==> src/rtl/eth_tx_timestamp_capture_fifo_if.sv <==
// TX timestamp capture FIFO bus bundle:
// Avalon-ST timestamp input and Avalon-MM CSR slave.
interface eth_tx_timestamp_capture_fifo_if;
  logic         asi_timestamp_fp_valid;
  logic [103:0] asi_timestamp_fp;
  logic         asi_timestamp_fp_ready;
  logic [2:0]   avs_csr_address;
  logic         avs_csr_read;
  logic         avs_csr_write;
  logic [31:0]  avs_csr_writedata;
  logic [31:0]  avs_csr_readdata;

  modport master (
    output asi_timestamp_fp_valid,
    output asi_timestamp_fp,
    input  asi_timestamp_fp_ready,
    output avs_csr_address,
    output avs_csr_read,
    output avs_csr_write,
    output avs_csr_writedata,
    input  avs_csr_readdata
  );

  modport slave (
    input  asi_timestamp_fp_valid,
    input  asi_timestamp_fp,
    output asi_timestamp_fp_ready,
    input  avs_csr_address,
    input  avs_csr_read,
    input  avs_csr_write,
    input  avs_csr_writedata,
    output avs_csr_readdata
  );
endinterface

==> src/rtl/eth_tx_timestamp_capture_fifo.sv <==
// TX egress timestamp FIFO with CSR pop-on-read
// access, sticky overflow and level interrupt.
module eth_tx_timestamp_capture_fifo #(
  parameter int DEPTH  = 16,
  parameter int ADDR_W = 4
) (
  input  logic clock,
  input  logic reset,
  eth_tx_timestamp_capture_fifo_if.slave bus,
  output logic irq
);

  localparam logic [ADDR_W:0] FULL_CNT =
    (ADDR_W+1)'(DEPTH);

  logic [103:0]      mem_q [DEPTH];
  logic [ADDR_W-1:0] wr_ptr_q, wr_ptr_d;
  logic [ADDR_W-1:0] rd_ptr_q, rd_ptr_d;
  logic [ADDR_W:0]   count_q, count_d;
  logic              irq_en_q, irq_en_d;
  logic              drop_q, drop_d;
  logic              ovf_q, ovf_d;
  logic [47:0]       sec_q, sec_d;
  logic [31:0]       ns_q, ns_d;
  logic [15:0]       fns_q, fns_d;
  logic [31:0]       rdata_q, rdata_d;
  logic              irq_q, irq_d;

  logic        full, empty, flush;
  logic        ready, push, drop, rd_fp, pop;
  logic        wr_status, wr_ctrl;
  logic [103:0] head;
  logic [31:0] status;
  logic [31:0] wd;
  logic        unused_wd;

  assign wd        = bus.avs_csr_writedata;
  assign unused_wd = ^{wd[31:19], wd[17:3]};
  assign head      = mem_q[rd_ptr_q];

  assign bus.asi_timestamp_fp_ready = ready;
  assign bus.avs_csr_readdata       = rdata_q;
  assign irq                        = irq_q;

  // Handshake qualification and CSR decode
  always_comb begin
    full      = (count_q == FULL_CNT);
    empty     = (count_q == '0);
    wr_status = bus.avs_csr_write &&
                (bus.avs_csr_address == 3'd0);
    wr_ctrl   = bus.avs_csr_write &&
                (bus.avs_csr_address == 3'd1);
    flush     = wr_ctrl & wd[1];
    ready     = drop_q | (!full & !flush);
    push      = bus.asi_timestamp_fp_valid &
                ready & !full & !flush;
    drop      = bus.asi_timestamp_fp_valid &
                drop_q & full & !flush;
    rd_fp     = bus.avs_csr_read &&
                (bus.avs_csr_address == 3'd2);
    pop       = rd_fp & !empty & !flush;
    status             = '0;
    status[ADDR_W:0]   = count_q;
    status[16]         = empty;
    status[17]         = full;
    status[18]         = ovf_q;
  end

  // Next-state for pointers, control, holding regs and readdata
  always_comb begin
    wr_ptr_d = wr_ptr_q;
    rd_ptr_d = rd_ptr_q;
    count_d  = count_q;
    irq_en_d = irq_en_q;
    drop_d   = drop_q;
    sec_d    = sec_q;
    ns_d     = ns_q;
    fns_d    = fns_q;
    rdata_d  = rdata_q;
    if (flush) begin
      wr_ptr_d = '0;
      rd_ptr_d = '0;
      count_d  = '0;
    end else begin
      wr_ptr_d = wr_ptr_q + ADDR_W'(push);
      rd_ptr_d = rd_ptr_q + ADDR_W'(pop);
      count_d  = count_q + (ADDR_W+1)'(push)
                 - (ADDR_W+1)'(pop);
    end
    if (wr_ctrl) begin
      irq_en_d = wd[0];
      drop_d   = wd[2];
    end
    ovf_d = drop | (ovf_q & !(wr_status & wd[18]));
    if (rd_fp) begin
      sec_d = pop ? head[95:48] : '0;
      ns_d  = pop ? head[47:16] : '0;
      fns_d = pop ? head[15:0]  : '0;
    end
    if (bus.avs_csr_read) begin
      case (bus.avs_csr_address)
        3'd0:    rdata_d = status;
        3'd1:    rdata_d = {29'b0, drop_q, 1'b0,
                            irq_en_q};
        3'd2:    rdata_d = pop ?
                   {1'b1, 23'b0, head[103:96]} : '0;
        3'd3:    rdata_d = {16'b0, sec_q[47:32]};
        3'd4:    rdata_d = sec_q[31:0];
        3'd5:    rdata_d = ns_q;
        3'd6:    rdata_d = {16'b0, fns_q};
        default: rdata_d = '0;
      endcase
    end
    irq_d = irq_en_q & (!empty | ovf_q);
  end

  // State registers with synchronous reset
  always_ff @(posedge clock) begin
    if (reset) begin
      wr_ptr_q <= '0;
      rd_ptr_q <= '0;
      count_q  <= '0;
      irq_en_q <= 1'b0;
      drop_q   <= 1'b0;
      ovf_q    <= 1'b0;
      sec_q    <= '0;
      ns_q     <= '0;
      fns_q    <= '0;
      rdata_q  <= '0;
      irq_q    <= 1'b0;
    end else begin
      wr_ptr_q <= wr_ptr_d;
      rd_ptr_q <= rd_ptr_d;
      count_q  <= count_d;
      irq_en_q <= irq_en_d;
      drop_q   <= drop_d;
      ovf_q    <= ovf_d;
      sec_q    <= sec_d;
      ns_q     <= ns_d;
      fns_q    <= fns_d;
      rdata_q  <= rdata_d;
      irq_q    <= irq_d;
    end
  end

  // Entry storage; contents are don't-care until pushed
  always_ff @(posedge clock) begin
    if (push && !reset)
      mem_q[wr_ptr_q] <= bus.asi_timestamp_fp;
  end

endmodule
==> src/flat_wrapper.sv <==
// flat-port wrapper written by rule: the top's interface ports become plain ports
module eth_tx_timestamp_capture_fifo_flat 
#(
  parameter int DEPTH  = 16,
  parameter int ADDR_W = 4
)
  (clock, reset, irq, bus_asi_timestamp_fp_valid, bus_asi_timestamp_fp, bus_asi_timestamp_fp_ready, bus_avs_csr_address, bus_avs_csr_read, bus_avs_csr_write, bus_avs_csr_writedata, bus_avs_csr_readdata);
  eth_tx_timestamp_capture_fifo_if bus_i ();
  input  logic clock;
  input  logic reset;
  output logic irq;
  input wire logic [$bits(bus_i.asi_timestamp_fp_valid)-1:0] bus_asi_timestamp_fp_valid;
  input wire logic [$bits(bus_i.asi_timestamp_fp)-1:0] bus_asi_timestamp_fp;
  output wire logic [$bits(bus_i.asi_timestamp_fp_ready)-1:0] bus_asi_timestamp_fp_ready;
  input wire logic [$bits(bus_i.avs_csr_address)-1:0] bus_avs_csr_address;
  input wire logic [$bits(bus_i.avs_csr_read)-1:0] bus_avs_csr_read;
  input wire logic [$bits(bus_i.avs_csr_write)-1:0] bus_avs_csr_write;
  input wire logic [$bits(bus_i.avs_csr_writedata)-1:0] bus_avs_csr_writedata;
  output wire logic [$bits(bus_i.avs_csr_readdata)-1:0] bus_avs_csr_readdata;
  assign bus_i.asi_timestamp_fp_valid = bus_asi_timestamp_fp_valid;
  assign bus_i.asi_timestamp_fp = bus_asi_timestamp_fp;
  assign bus_asi_timestamp_fp_ready = bus_i.asi_timestamp_fp_ready;
  assign bus_i.avs_csr_address = bus_avs_csr_address;
  assign bus_i.avs_csr_read = bus_avs_csr_read;
  assign bus_i.avs_csr_write = bus_avs_csr_write;
  assign bus_i.avs_csr_writedata = bus_avs_csr_writedata;
  assign bus_avs_csr_readdata = bus_i.avs_csr_readdata;
  eth_tx_timestamp_capture_fifo #(.DEPTH(DEPTH), .ADDR_W(ADDR_W)) u_core (.clock(clock), .reset(reset), .bus(bus_i), .irq(irq));
endmodule
==> config.mk <==
export PLATFORM = sky130hd
export DESIGN_NAME = eth_tx_timestamp_capture_fifo_flat
export DESIGN_NICKNAME = d
export VERILOG_FILES = /design/src/rtl/eth_tx_timestamp_capture_fifo_if.sv /design/src/rtl/eth_tx_timestamp_capture_fifo.sv /design/src/flat_wrapper.sv
export SDC_FILE = /design/constraint.sdc
export NUM_CORES = 2
export LEC_CHECK = 0
export ABC_AREA = 1
export CORE_UTILIZATION = 53
export DETAILED_ROUTE_END_ITERATION = 6
export PLACE_DENSITY = 0.76
export SLEW_MARGIN = 30
export SYNTH_ARGS = -nofsm -noshare
export SYNTH_HDL_FRONTEND = slang
export SYNTH_SLANG_ARGS = --single-unit
==> constraint.sdc <==
create_clock -name clock -period 9.75 [get_ports clock]
set_input_delay 0.975 -clock clock [delete_from_list [all_inputs] [get_ports clock]]
set_output_delay 0.975 -clock clock [all_outputs]
set_load 0.01 [all_outputs]
==> flow_metrics.py <==
metrics = {
    "logic_synthesis": {
        "synth_fp_nets": 5980,
        "syn_inst": 5825,
        "syn_area_sq_um": 71450,
        "ys_seq_area_share_pct": 74.00,
        "postSynth.asyncResetShare_pct": 0,
        "synth_edf_count": 1664,
        "syn_area_per_cell_sq_um": 12.27,
        "ys_types": 33,
        "yosysWarnings": 0,
        "ys_seq_elements": 1809,
        "ys.flop_type": "edfxtp_1",
    },
    "routing": {
        "route.detailed.drc": 33,
        "wirelength_um": 190900,
        "drt_first_pass_iters": 7,
        "vias_per_cell": 6.040,
        "via_count": 47010,
        "wire_per_inst_um": 24.53,
        "drtIter0Drc": 6698,
        "antenna_left": 0,
    },
    "sta": {
        "rsz0062_at_grt": "no",
        "drv_slew": 0,
        "maxSlewHeadroom_pct": 30.69,
        "finalWorstSetupSlack_ps": 5291,
        "fin_skew_ps": 26.26,
        "timing.fmax_ghz": 0.2242,
        "tns_ps": 0,
        "worstMarginPinSlew_ps": 1040,
        "layout_min_cycle_time_ps": 4459,
        "hold_viol": 0,
        "setup_viol": 0,
        "period_share_pct": 45.74,
    },
    "power": {
        "power.total_w": 0.01614,
        "cell_internal_pwr_w": 0.01254,
        "irDropWorstVdd_mv": 0.2054,
        "swShare_pct": 22.29,
        "power_density_nw_per_um2": 202.0,
        "p_seq_share_pct": 53.7,
        "power_frac_comb_pct": 5.7,
        "p_leak_nw": 26.87,
        "switchingPower_w": 0.003598,
        "p_clk_share_pct": 40.6,
    },
    "cts": {
        "clockBufferDepth": 3,
        "cts_resized": 0,
        "cts_tree": "done",
        "clockRootBuffer": "clkbuf_16",
        "cts_buffers": 174,
        "cts.sink_count": 1809,
        "cts_hold_repair.buffers": 0,
        "clk_pin_slew_ps": 60,
        "cts_setup_buffers": 0,
        "clock_latency_ps": 820,
        "cts_htree_levels": 4,
    },
    "placement": {
        "post-place-cells": 7439,
        "portBuffers": 149,
        "placed_area_sq_um": 74270,
        "pre_cts_slack_ps": 4888,
        "dp_hpwl_um": 98260,
        "routabilityCongestion": 0.9152,
    },
    "worst_setup_path": {
        "cp_common_cell": "nand3_1",
        "cp_max_fo": 189,
        "cp_cell_sequence": "buf_6, buf_12, buf_4, nand2_1, nand3_1, nand3_1, nand3_1, nand3_1, a21oi_1",
        "slowest_delay_ps": 950,
        "cp.arrival_ps": 5190,
        "cp-end-kind": "register",
        "startpoint_type": "register",
        "crit_required_ps": 10480,
        "crit_type": "reg2reg",
        "crit_slowest_cell": "dfxtp_4",
    },
    "layout": {
        "stdcell_count": 7783,
        "layout-drive-gt1-share_pct": 7.733,
        "area_delta_synth_final_pct": 11.85,
        "num-nets-final": 6004,
        "fin_area_sq_um": 79910,
    },
    "floorplanning": {
        "row_count": 134,
        "fp.dieH_um": 369.2,
        "die_w_um": 369.2,
        "start_util_pct": 53.47,
        "core_area_sq_um": 133600,
        "io_pins": 178,
        "die_area_sq_um": 136300,
    },
    "global_routing": {
        "grt_start_max_net_pins": 234,
        "grt_pass1_wl_um": 280300,
        "antenna_found_initial": 26,
        "overflow": 0,
        "grt_pass1_vias": 44800,
        "grt_util_all_layers_pct": 27.71,
    },
    "outcome": {
        "status": "finished with violations",
        "violations": "design-rule violations",
    },
    "min_path": {
        "min_path_type": "reg2reg",
    },
    "run": {
        "maxCapViolations": 0,
    },
}
[layout by cell type, fill, tap and decap left out, types with 61 or more instances in the layout]
master           netlist  layout
edfxtp_1            1664    1664
nand2_1             1565    1565
nand3_1             1206    1205
clkbuf_16              0     174
clkdlybuf4s50_1        0     147
a21oi_1              142     142
dfxtp_1              145     141
inv_1                136     135
nor2_1               133     120
o21ai_0              103     103
o2111ai_1             98      98
or2_2                 93      93
o211ai_1              91      91
buf_4                 29      68
clkbuf_1             135      61
[layer usage]
layer	up-vias	track usage, %	share of wire (%)
li1	20910	-	-
met1	22850	37.02	38
met2	2768	43.43	47
met3	465	6.013	11
met4	20	13.12	4.2
met5	-	0	0.070
[registers in the layout, summed over array words and instances (netlist names), 4 cells and up]
register,count
u_core.mem_q,1664
u_core.bus.avs_csr_readdata,32
u_core.rd_ptr_q,4
u_core.fns_q,16
u_core.wr_ptr_q,4
u_core.ns_q,32
u_core.count_q,5
u_core.sec_q,48
[final timing paths]
path | from | endpoint | slack [ps] | cells after the start
max | u_core.rd_ptr_q[0]$_SDFF_PP0_ | u_core.sec_q[3]$_SDFFE_PP0P_ | 5290 | 9
max reg2reg | u_core.rd_ptr_q[0]$_SDFF_PP0_ | u_core.sec_q[3]$_SDFFE_PP0P_ | 5290 | 9
min | u_core.bus.avs_csr_readdata[29]$_SDFFE_PP0P_ | u_core.bus.avs_csr_readdata[29]$_SDFFE_PP0P_ | 460 | 2
min reg2reg | u_core.bus.avs_csr_readdata[29]$_SDFFE_PP0P_ | u_core.bus.avs_csr_readdata[29]$_SDFFE_PP0P_ | 460 | 2
[per-stage QoR]
stage	util [%]	hold slack [ps]
floorplan	-	444.9
global placement	55.46	452.8
detailed placement	55.58	455.8
CTS	59.73	465.1
global route	59.79	476.8
finish	59.80	464.7
[worst max-delay path, delay by kind of cell (launching register included)]
family	cells	cell delay, ps
buffers and inverters	3	2200
DFF	1	950
and+or+nand+nor	5	720
AOI/OAI and AO/OA	1	220
[cell families (layout without fill, tap and decap cells)]
kind of cell | count (synthesis) | in the layout | synth area share, %
buffers and inverters | 532 | 707 | 3.357
DFF | 1809 | 1809 | 74.00
xor gates and xnor gates | 5 | 5 | 0.06130
AOI/OAI and AO/OA | 452 | 452 | 4.028
adders and majority gates | 11 | 11 | 0.2031
other | 0 | 15 | 0
and+or+nand+nor | 3016 | 3016 | 18.35
[Yosys cell counts, types with 3 or more instances]
cell type | instances | share of area (%)
o21ai_0 | 103 | 0.72
nand3_1 | 1206 | 8.4
buf_2 | 186 | 1.3
o211ai_1 | 91 | 0.96
xor2_1 | 3 | 0.037
or2_2 | 93 | 0.81
nand4_1 | 3 | 0.026
o22ai_1 | 3 | 0.026
ha_1 | 10 | 0.18
dfxtp_1 | 145 | 4.1
buf_6 | 8 | 0.13
buf_4 | 29 | 0.30
o2111ai_1 | 98 | 1.2
buf_1 | 30 | 0.16
inv_1 | 136 | 0.71
nor3_1 | 9 | 0.063
inv_2 | 8 | 0.042
o21ai_1 | 10 | 0.070
clkbuf_1 | 135 | 0.71
a21oi_1 | 142 | 0.99
nor2_1 | 133 | 0.70
edfxtp_1 | 1664 | 70
nand2_1 | 1565 | 8.2
[final cells by class]
class                           count  area (sq um)
Antenna cell                       15         37.54
Clock buffer                      253          4831
Clock inverter                     74         720.7
Fill cell                        9741         53720
Inverter                          144         573.1
Multi-Input combinational cell   3484         16300
Sequential cell                  1809         52890
Tap cell                         1768          2212
Timing Repair Buffer              236          2355
[power groups by stage]
stage / Sequential [W] / Combinational (W) / Clock [W]
finish: 0.00867 / 0.000925 / 0.00655
global route: 0.00867 / 0.00101 / 0.00688
CTS: 0.00866 / 0.000910 / 0.00658
detailed placement: 0.00883 / 0.000904 / 0
global placement: 0.00882 / 0.000875 / 0
floorplan: 0.00884 / 0.000561 / 0
No activity file was read; power rests on OpenSTA's default activity.
